==> src/rtl/bp_perf_ctrl.sv <==
// Branch-predictor performance monitor: counts cycles, resolved branches and mispredicts
// over a measurement run, then streams the three counters out over a valid/ready port.
module bp_perf_ctrl #(
   parameter int unsigned CNT_W     = 32,
   parameter logic [31:0] HALT_INSN = 32'h0000_0073,
   parameter int unsigned DRAIN_CYC = 4
) (
   input  logic             clk_i,
   input  logic             rst_i,
   input  logic             start_i,
   input  logic             stop_i,
   input  logic             br_instr_i,
   input  logic             br_miss_i,
   input  logic [31:0]      instr_i,
   output logic             busy_o,
   output logic             rpt_valid_o,
   input  logic             rpt_ready_i,
   output logic [1:0]       rpt_idx_o,
   output logic [CNT_W-1:0] rpt_data_o,
   output logic             done_o,
   output logic             sat_o
);

   localparam int unsigned DCW = 4;
   localparam logic [CNT_W-1:0] CNT_MAX = {CNT_W{1'b1}};

   typedef enum logic [1:0] {
      IDLE   = 2'd0,
      RUN    = 2'd1,
      DRAIN  = 2'd2,
      REPORT = 2'd3
   } state_t;

   state_t           state, state_nxt;
   logic [CNT_W-1:0] cycle_cnt, br_cnt, miss_cnt;
   logic [CNT_W-1:0] cycle_nxt, br_nxt, miss_nxt, data_nxt;
   logic [DCW-1:0]   drain_cnt, drain_nxt;
   logic [1:0]       idx_nxt;
   logic             busy_nxt, valid_nxt, done_nxt, sat_nxt;
   logic             counting;

   // State, counters and all outputs are registered here.
   always_ff @(posedge clk_i or posedge rst_i) begin
      if (rst_i) begin
         state       <= IDLE;
         cycle_cnt   <= '0;
         br_cnt      <= '0;
         miss_cnt    <= '0;
         drain_cnt   <= '0;
         rpt_idx_o   <= '0;
         rpt_data_o  <= '0;
         busy_o      <= 1'b0;
         rpt_valid_o <= 1'b0;
         done_o      <= 1'b0;
         sat_o       <= 1'b0;
      end else begin
         state       <= state_nxt;
         cycle_cnt   <= cycle_nxt;
         br_cnt      <= br_nxt;
         miss_cnt    <= miss_nxt;
         drain_cnt   <= drain_nxt;
         rpt_idx_o   <= idx_nxt;
         rpt_data_o  <= data_nxt;
         busy_o      <= busy_nxt;
         rpt_valid_o <= valid_nxt;
         done_o      <= done_nxt;
         sat_o       <= sat_nxt;
      end
   end

   // Next-state, counter update and next output values.
   always_comb begin
      state_nxt = state;
      cycle_nxt = cycle_cnt;
      br_nxt    = br_cnt;
      miss_nxt  = miss_cnt;
      drain_nxt = drain_cnt;
      idx_nxt   = rpt_idx_o;
      sat_nxt   = sat_o;
      done_nxt  = 1'b0;
      counting  = 1'b0;
      data_nxt  = '0;

      case (state)
         IDLE: begin
            if (start_i) begin
               state_nxt = RUN;
               cycle_nxt = '0;
               br_nxt    = '0;
               miss_nxt  = '0;
               sat_nxt   = 1'b0;
            end
         end
         RUN: begin
            counting = 1'b1;
            if (stop_i || (instr_i == HALT_INSN)) begin
               state_nxt = DRAIN;
               drain_nxt = DCW'(DRAIN_CYC - 1);
            end
         end
         DRAIN: begin
            counting = 1'b1;
            if (drain_cnt == '0) begin
               state_nxt = REPORT;
               idx_nxt   = 2'd0;
            end else begin
               drain_nxt = drain_cnt - DCW'(1);
            end
         end
         REPORT: begin
            if (rpt_valid_o && rpt_ready_i) begin
               if (rpt_idx_o == 2'd2) begin
                  state_nxt = IDLE;
                  idx_nxt   = 2'd0;
                  done_nxt  = 1'b1;
               end else begin
                  idx_nxt = rpt_idx_o + 2'd1;
               end
            end
         end
         default: state_nxt = IDLE;
      endcase

      // Saturating increments; an increment that would wrap raises the sticky flag instead.
      if (counting) begin
         if (cycle_cnt == CNT_MAX) sat_nxt = 1'b1;
         else                      cycle_nxt = cycle_cnt + CNT_W'(1);
         if (br_instr_i) begin
            if (br_cnt == CNT_MAX) sat_nxt = 1'b1;
            else                   br_nxt = br_cnt + CNT_W'(1);
         end
         if (br_instr_i && br_miss_i) begin
            if (miss_cnt == CNT_MAX) sat_nxt = 1'b1;
            else                     miss_nxt = miss_cnt + CNT_W'(1);
         end
      end

      case (idx_nxt)
         2'd0:    data_nxt = cycle_nxt;
         2'd1:    data_nxt = br_nxt;
         2'd2:    data_nxt = miss_nxt;
         default: data_nxt = '0;
      endcase

      busy_nxt  = (state_nxt == RUN) || (state_nxt == DRAIN);
      valid_nxt = (state_nxt == REPORT);
   end

endmodule

==> config.mk <==
export PLATFORM = sky130hd
export DESIGN_NAME = bp_perf_ctrl
export DESIGN_NICKNAME = d
export VERILOG_FILES = /design/src/rtl/bp_perf_ctrl.sv
export SDC_FILE = /design/constraint.sdc
export NUM_CORES = 1
export LEC_CHECK = 0
export CORE_MARGIN = 8
export CORE_UTILIZATION = 55
export DETAILED_ROUTE_END_ITERATION = 7
export GPL_ROUTABILITY_DRIVEN = 0
export GPL_TIMING_DRIVEN = 0
export MAX_ROUTING_LAYER = met4
export PLACE_DENSITY = 0.81
export SYNTH_ARGS = -nofsm -noshare
export SYNTH_HDL_FRONTEND = slang
export SYNTH_SLANG_ARGS = --single-unit
==> constraint.sdc <==
create_clock -name clk_i -period 7.6 [get_ports clk_i]
set_input_delay 2.28 -clock clk_i [delete_from_list [all_inputs] [get_ports clk_i]]
set_output_delay 2.28 -clock clk_i [all_outputs]
set_load 0.02 [all_outputs]
==> reports/metrics.cfg, run 1 <==
[run_status]
status = finished, violations left
violations = DRC

[floorplan]
dieArea_um2 = 18400
rows = 43
start_util = 0.566
ios = 77
core_um2 = 13900
dieHeight_um = 136
die_x_um = 136

[drt]
routed-via-count = 7683
final_antenna_net_count = 0
routed_wirelength_um = 24900
drt-initial-drc-count = 955
drcViolationCount = 11
drt-pass1-iter-count = 8
vias_per_cell = 6.62
wl_per_cell_um = 21.5

[sta]
finalHoldViolCount = 0
period_needed_ns = 4.82
slew_viol_final = 0
fin_skew_ns = 0.00913
setup_viol = 0
setup_ws_ns = 2.78
rsz0062_at_grt = false
setup_tns_ns = 0
timing.fmax_ghz = 0.208
relSlewSlack = 0.460
worst_pin_slew_ns = 0.800
fin_crit_sh = 0.634
hold_ws_ns = 0.501

[place]
portBuffers = 76
pre_cts_slack_ns = 2.49
place.detailed.hpwl_um = 18100
placed_cells = 1128
dpl_cell_area_um2 = 8910

[synth]
synth_most_common_cell = dfrtp_1
synth.distinct_cells = 67
ys_top_cells_by_area = dfrtp_1, nand2_1, nand3_1
synthFlopType = dfrtp_1
postSynth.asyncResetShare = 1.00
yosysSeqAreaShare = 0.444
synth_nets = 921
syn_avg_cell_area_um2 = 9.06
yosysTopAreaCell = dfrtp_1
synth_top_area_share = 0.444
synth-seq-cells = 140
synthTopCellsByCount = dfrtp_1, nand2_1, nand3_1
synth_area_um2 = 7890
syn_inst = 871
synth-edff-count = 0
yosysWarnings = 0

[flow_run]
cap_violations = 0

[clocking]
clkTransAtPathRegs_ns = 0.06
htree_levels = 4
clkLatencyLatePin_ns = 0.43
cts.sinks = 140
cts_setup_buffers = 0
cts_tree = yes
root_buffer = clkbuf_16
postCtsResizedCells = 0
cts_hold_buf = 0
clock_path_buffers = 2
cts_buffers = 17

[setup_path]
slowest_stage = clkdlybuf4s50_1
path_class = in -> reg
cp_num_buf_inv = 2
start_kind = input pin
critPathMaxStageDelay_ns = 0.62
crit_family = buffers and inverters
crit_fanout = 10
arrival_ns = 5.17
crit_path_cell_trace = clkdlybuf4s50_1 > and2_1 > nand2_1 > nor2_1 > clkbuf_1 > nand2_1 > a31oi_1 > a221o_1
worstPathRequired_ns = 7.96
crit_top_cell = nand2_1
end_kind = register

[final_layout]
finalNetCount = 1017
antennaDiodeCount = 0
area_growth_syn_to_layout_pct = 20.3
final_cells = 1160
drive_above_1_share = 0.0786
nFillCells = 1073
final_area_um2 = 9500

[global_routing]
grt_overflow = 0
met3_usage = 0.0797
met2_usage = 0.426
grt_util_all_layers = 0.281
grt_pass1_wl_um = 38800
antenna_found_initial = 0
met1_usage = 0.345
grt_pass1_vias = 7183
grt-busiest-layer = met2
grt_max_degree = 72

[power]
ir_worst_vdd_mv = 0.210
power_density_nw_per_um2 = 275
p_int_uw = 1580
p_leak_uw = 0.00419
pwr-share-clk = 0.314
netSwitchingFraction = 0.396
p_comb_frac = 0.356
p_seq_frac = 0.330
power.switching_uw = 1030

[worst_hold_path]
hold_path_class = reg -> reg

-- kinds of logic after synthesis --
family                     Yosys count  synth area share
and+or+nand+nor                    374             0.258
AOI/OAI and AO/OA                  257             0.218
DFF                                140             0.444
buffers and inverters               69            0.0396
xor gates and xnor gates            14            0.0155
adders and majority gates           11            0.0174
muxes                                6           0.00761
-- sequential cells by signal (all words and copies together) (netlist names) --
register and count:
rpt_idx_o 2, rpt_valid_o 1, state 2, sat_o 1, cycle_cnt 32, drain_cnt 4, done_o 1, miss_cnt 32
busy_o 1, br_cnt 32, rpt_data_o 32
-- power groups by stage --
stage / sequential (uW) / combinational, uW / clock (uW)
CTS: 858 / 903 / 822
finish: 861 / 930 / 820
detailed placement: 869 / 895 / 0
global placement: 867 / 886 / 0
floorplan: 885 / 554 / 0
global route: 866 / 984 / 857
-- placed cells by master, fill, tap and decap left out, types with 23 or more instances in the layout --
| cell | n |
|---|---|
| o21ai_0 | 44 |
| a21oi_1 | 42 |
| nand4_1 | 25 |
| dfrtp_1 | 140 |
| nand3_1 | 64 |
| clkdlybuf4s50_1 | 76 |
| nor2_1 | 39 |
| o21ai_1 | 30 |
| a31oi_1 | 36 |
| nand2_1 | 97 |
| and3_1 | 32 |
| nor3_1 | 23 |
-- per-layer routing --
layer / up-vias / share of wire
li1: 3494 / -
met1: 3619 / 0.40
met2: 482 / 0.44
met3: 88 / 0.12
met4: 0 / 0.036
met5: - / 0
-- layout make-up --
class / count / area (um^2) / area share
tap: 180 / 225 / 0.0237
timing repair buffer: 77 / 788 / 0.0830
clock buffer: 18 / 439 / 0.0463
buffer: 43 / 215 / 0.0227
clock inverter: 14 / 146 / 0.0154
multi-input combinational: 662 / 4080 / 0.429
inverter: 26 / 103 / 0.0108
sequential: 140 / 3500 / 0.369
-- worst reg2reg max path, stage by stage, from the launching register on --
cell      delay [ns]
dfrtp_1         0.40
inv_1           0.11
ha_1            0.48
and2_1          0.39
nand2_1         0.11
nor2_1          0.52
clkbuf_1        0.55
nand2_1         0.10
a31oi_1         0.36
a221o_1         0.26
-- stage by stage --
step / util / power (uW)
finish: 0.681 / 2610
global route: 0.681 / 2710
CTS: 0.681 / 2580
detailed placement: 0.639 / 1760
global placement: 0.637 / 1750
floorplan: - / 1440
-- path summary, 6_finish.rpt --
check | from | to | slack (ns) | depth (start not counted)
worst max-delay path | br_instr_i | rpt_data_o[27]$_DFF_PP0_ | 2.78 | 8
worst min-delay path | sat_o$_DFF_PP0_ | sat_o$_DFF_PP0_ | 0.50 | 2
worst max register to register | state[0]$_DFF_PP0_ | rpt_data_o[27]$_DFF_PP0_ | 4.25 | 9
worst min register to register | sat_o$_DFF_PP0_ | sat_o$_DFF_PP0_ | 0.50 | 2
max in group asynchronous | rst_i | miss_cnt[16]$_DFF_PP0_ | 4.49 | 3
min in group asynchronous | rst_i | drain_cnt[0]$_DFFE_PP0P_ | 2.32 | 2
(Power assumes the default switching activity.)
==> run 2: changes to the inputs <==
==> constraint.sdc (replaced) <==
create_clock -name clk_i -period 4.7 [get_ports clk_i]
set_input_delay 1.41 -clock clk_i [delete_from_list [all_inputs] [get_ports clk_i]]
set_output_delay 1.41 -clock clk_i [all_outputs]
set_load 0.02 [all_outputs]
==> run 2 against run 1 <==
Net effect: the flow now finishes without violations; via count rose by 2.2%; combinational power rose by 61%; cell count barely moved; clock power rose by 61%; critical path depth did not move; non-clock buffer count rose by 2; design area rose by 0.11%.
==> reports/metrics.cfg, run 2 (synthesized netlist as in run 1, its figures left out) <==
[floorplan]
start_util = 0.566  ; unchanged
ios = 77  ; unchanged
core_um2 = 13900  ; unchanged
rows = 43  ; unchanged
die_x_um = 136  ; unchanged
dieArea_um2 = 18400  ; unchanged
dieHeight_um = 136  ; unchanged

[final_layout]
antennaDiodeCount = 0  ; unchanged
area_growth_syn_to_layout_pct = 20.5  ; was 20.3%
finalNetCount = 1019  ; was 1,017
drive_above_1_share = 0.0795  ; was 0.0786
final_common_cell = dfrtp_1  ; unchanged
final_cell_mix = dfrtp_1, nand2_1, clkdlybuf4s50_1  ; unchanged

[global_routing]
antenna_found_initial = 0  ; unchanged
grt_max_degree = 44  ; was 72
grt_pass1_vias = 7451  ; was 7,183
grt_util_all_layers = 0.292  ; was 0.281
met2_usage = 0.433  ; was 0.426
grt_pass1_wl_um = 40600  ; was 38,800 um
grt-busiest-layer = met2  ; unchanged
met3_usage = 0.0835  ; was 0.0797
grt_overflow = 0  ; unchanged
met1_usage = 0.359  ; was 0.345

[setup_path]
cp-startpoint = br_instr_i  ; unchanged
start_kind = input pin  ; unchanged
end_kind = register  ; unchanged
path_class = in -> reg  ; unchanged
critPathMaxStageDelay_ns = 0.60  ; was 0.62 ns
crit_family = buffers and inverters  ; unchanged
crit_fanout = 10  ; unchanged
arrival_ns = 4.22  ; was 5.17 ns
slowest_stage = clkdlybuf4s50_1  ; unchanged
cp_num_buf_inv = 2  ; unchanged
rr_startpoint = drain_cnt[0]$_DFFE_PP0P_  ; was state[0]$_DFF_PP0_
crit_path_cell_trace = clkdlybuf4s50_1 > and2_1 > nand2_1 > nor2_1 > clkbuf_1 > a21oi_1 > a31oi_1 > a221o_1  ; was clkdlybuf4s50_1 > and2_1 > nand2_1 > nor2_1 > clkbuf_1 > nand2_1 > a31oi_1 > a221o_1
worstPathRequired_ns = 5.07  ; was 7.96 ns

[drt]
routed-via-count = 7854  ; was 7,683
vias_per_cell = 6.76  ; was 6.62
wl_per_cell_um = 22.0  ; was 21.5 um
routed_wirelength_um = 25500  ; was 24,900 um
drt-initial-drc-count = 912  ; was 955
final_antenna_net_count = 0  ; unchanged
drcViolationCount = 0  ; was 11
drt-pass1-iter-count = 7  ; was 8

[worst_hold_path]
hold_path_class = reg -> reg  ; unchanged
hold_path.startpoint = sat_o$_DFF_PP0_  ; unchanged

[sta]
rsz0062_at_grt = false  ; unchanged
fin_crit_sh = 0.819
setup_viol = 0  ; unchanged
worst_pin_slew_ns = 0.740  ; was 0.800 ns
period_needed_ns = 3.85
setup_tns_ns = 0  ; unchanged
timing.fmax_ghz = 0.260
relSlewSlack = 0.507  ; was 0.460
fin_skew_ns = 0.0119  ; was 0.00913 ns
slew_viol_final = 0  ; unchanged
finalHoldViolCount = 0  ; unchanged

[power]
power_density_nw_per_um2 = 442  ; was 275 nW/um^2
p_total_uw = 4200  ; was 2610 uW
ir_worst_vdd_mv = 0.305  ; was 0.210 mV
p_leak_uw = 0.00420  ; was 0.00419 uW

[clocking]
cts_setup_buffers = 0  ; unchanged
cts_hold_buf = 0  ; unchanged
cts_buffers = 17  ; unchanged
postCtsResizedCells = 0  ; unchanged
htree_levels = 4  ; unchanged
cts.sinks = 140  ; unchanged
clock_path_buffers = 2  ; unchanged
root_buffer = clkbuf_16  ; unchanged
clkLatencyLatePin_ns = 0.44  ; was 0.43 ns
clkTransAtPathRegs_ns = 0.06  ; about the same
cts_tree = yes  ; unchanged

[run_status]
status = finished clean  ; was finished, violations left

[place]
portBuffers = 76  ; unchanged
place.detailed.hpwl_um = 18600  ; was 18,100 um

[flow_run]
cap_violations = 0  ; unchanged

[run 2: changes by cell type in the layout (fill, tap and decap cells not counted), sizes merged]
cell	previous run	this run
clkinvlp	6	4
bufinv	2	1
inv	26	30
buf	26	28
clkbuf	36	35
clkinv	6	5
[run 2: worst paths after layout]
kind / end / slack (ns) / cells after the start
setup reg to reg: rpt_data_o[20]$_DFF_PP0_ / 1.38 / 10
hold / removal: sat_o$_DFF_PP0_ / 0.49 / 2
setup / recovery: rpt_data_o[11]$_DFF_PP0_ / 0.85 / 8
max in group asynchronous: br_cnt[11]$_DFF_PP0_ / 2.42 / 4
min in group asynchronous: state[0]$_DFF_PP0_ / 1.45 / 2
hold reg to reg: sat_o$_DFF_PP0_ / 0.49 / 2
[run 2: metrics by stage]
stage / instances / hold WS (ns) / utilization / cell area, um^2 / setup WS, ns
floorplan: 871 / 0.461 / - / 7900 / 1.54
global placement: 1127 / 0.478 / 0.637 / 8880 / 0.334
detailed placement: 1130 / 0.481 / 0.642 / 8940 / 0.571
CTS: 1161 / 0.494 / 0.682 / 9510 / 1.01
global route: 1161 / 0.517 / 0.682 / 9510 / 0.776
finish: 1161 / 0.491 / 0.682 / 9510 / 0.849
[run 2: where the power goes]
group	internal [uW]	switching [uW]	total, uW
clock network	736	580	1320
registers	1300	89.3	1390
logic	460	1040	1500
[run 2: worst register-to-register path, cell delays in order (launching register included)]
cell and delay (ns):
dfrtp_1 0.41, inv_1 0.12, ha_1 0.19, nor3b_1 0.31, nand2_1 0.15, o21a_1 0.16, a22oi_2 0.64, inv_2 0.15
clkbuf_1 0.36, o21ai_0 0.58, o2bb2ai_1 0.12
[run 2: layout make-up]
class                           instances  area [um^2]
Fill cell                            1100         4430
Multi-Input combinational cell        662         4080
Sequential cell                       140         3500
Timing Repair Buffer                   79          821
Clock buffer                           17          425
Tap cell                              180          225
Buffer                                 43          215
Clock inverter                         14          139
Inverter                               26          101
[run 2: layer usage]
metal  wire (um)  vias to the layer above
li1            -                     3508
met1       10100                     3769
met2       11300                      481
met3        2880                       96
met4        1210                        0
met5           0                        -
==> run 3: changes to the inputs <==
==> constraint.sdc (replaced) <==
create_clock -name clk_i -period 3.9 [get_ports clk_i]
set_input_delay 1.17 -clock clk_i [delete_from_list [all_inputs] [get_ports clk_i]]
set_output_delay 1.17 -clock clk_i [all_outputs]
set_load 0.02 [all_outputs]
==> results of run 3 <==
The final DEF is identical to that of run 2. Status: finished clean.
Among the figures that moved: setup slack after placement 0.571 ns -> 0.0111 ns; setup slack after layout 0.849 ns -> 0.289 ns; register-to-register setup slack 1.38 ns -> 0.58 ns; total power 4200 uW -> 5070 uW; worst IR drop on VDD 0.305 mV -> 0.367 mV
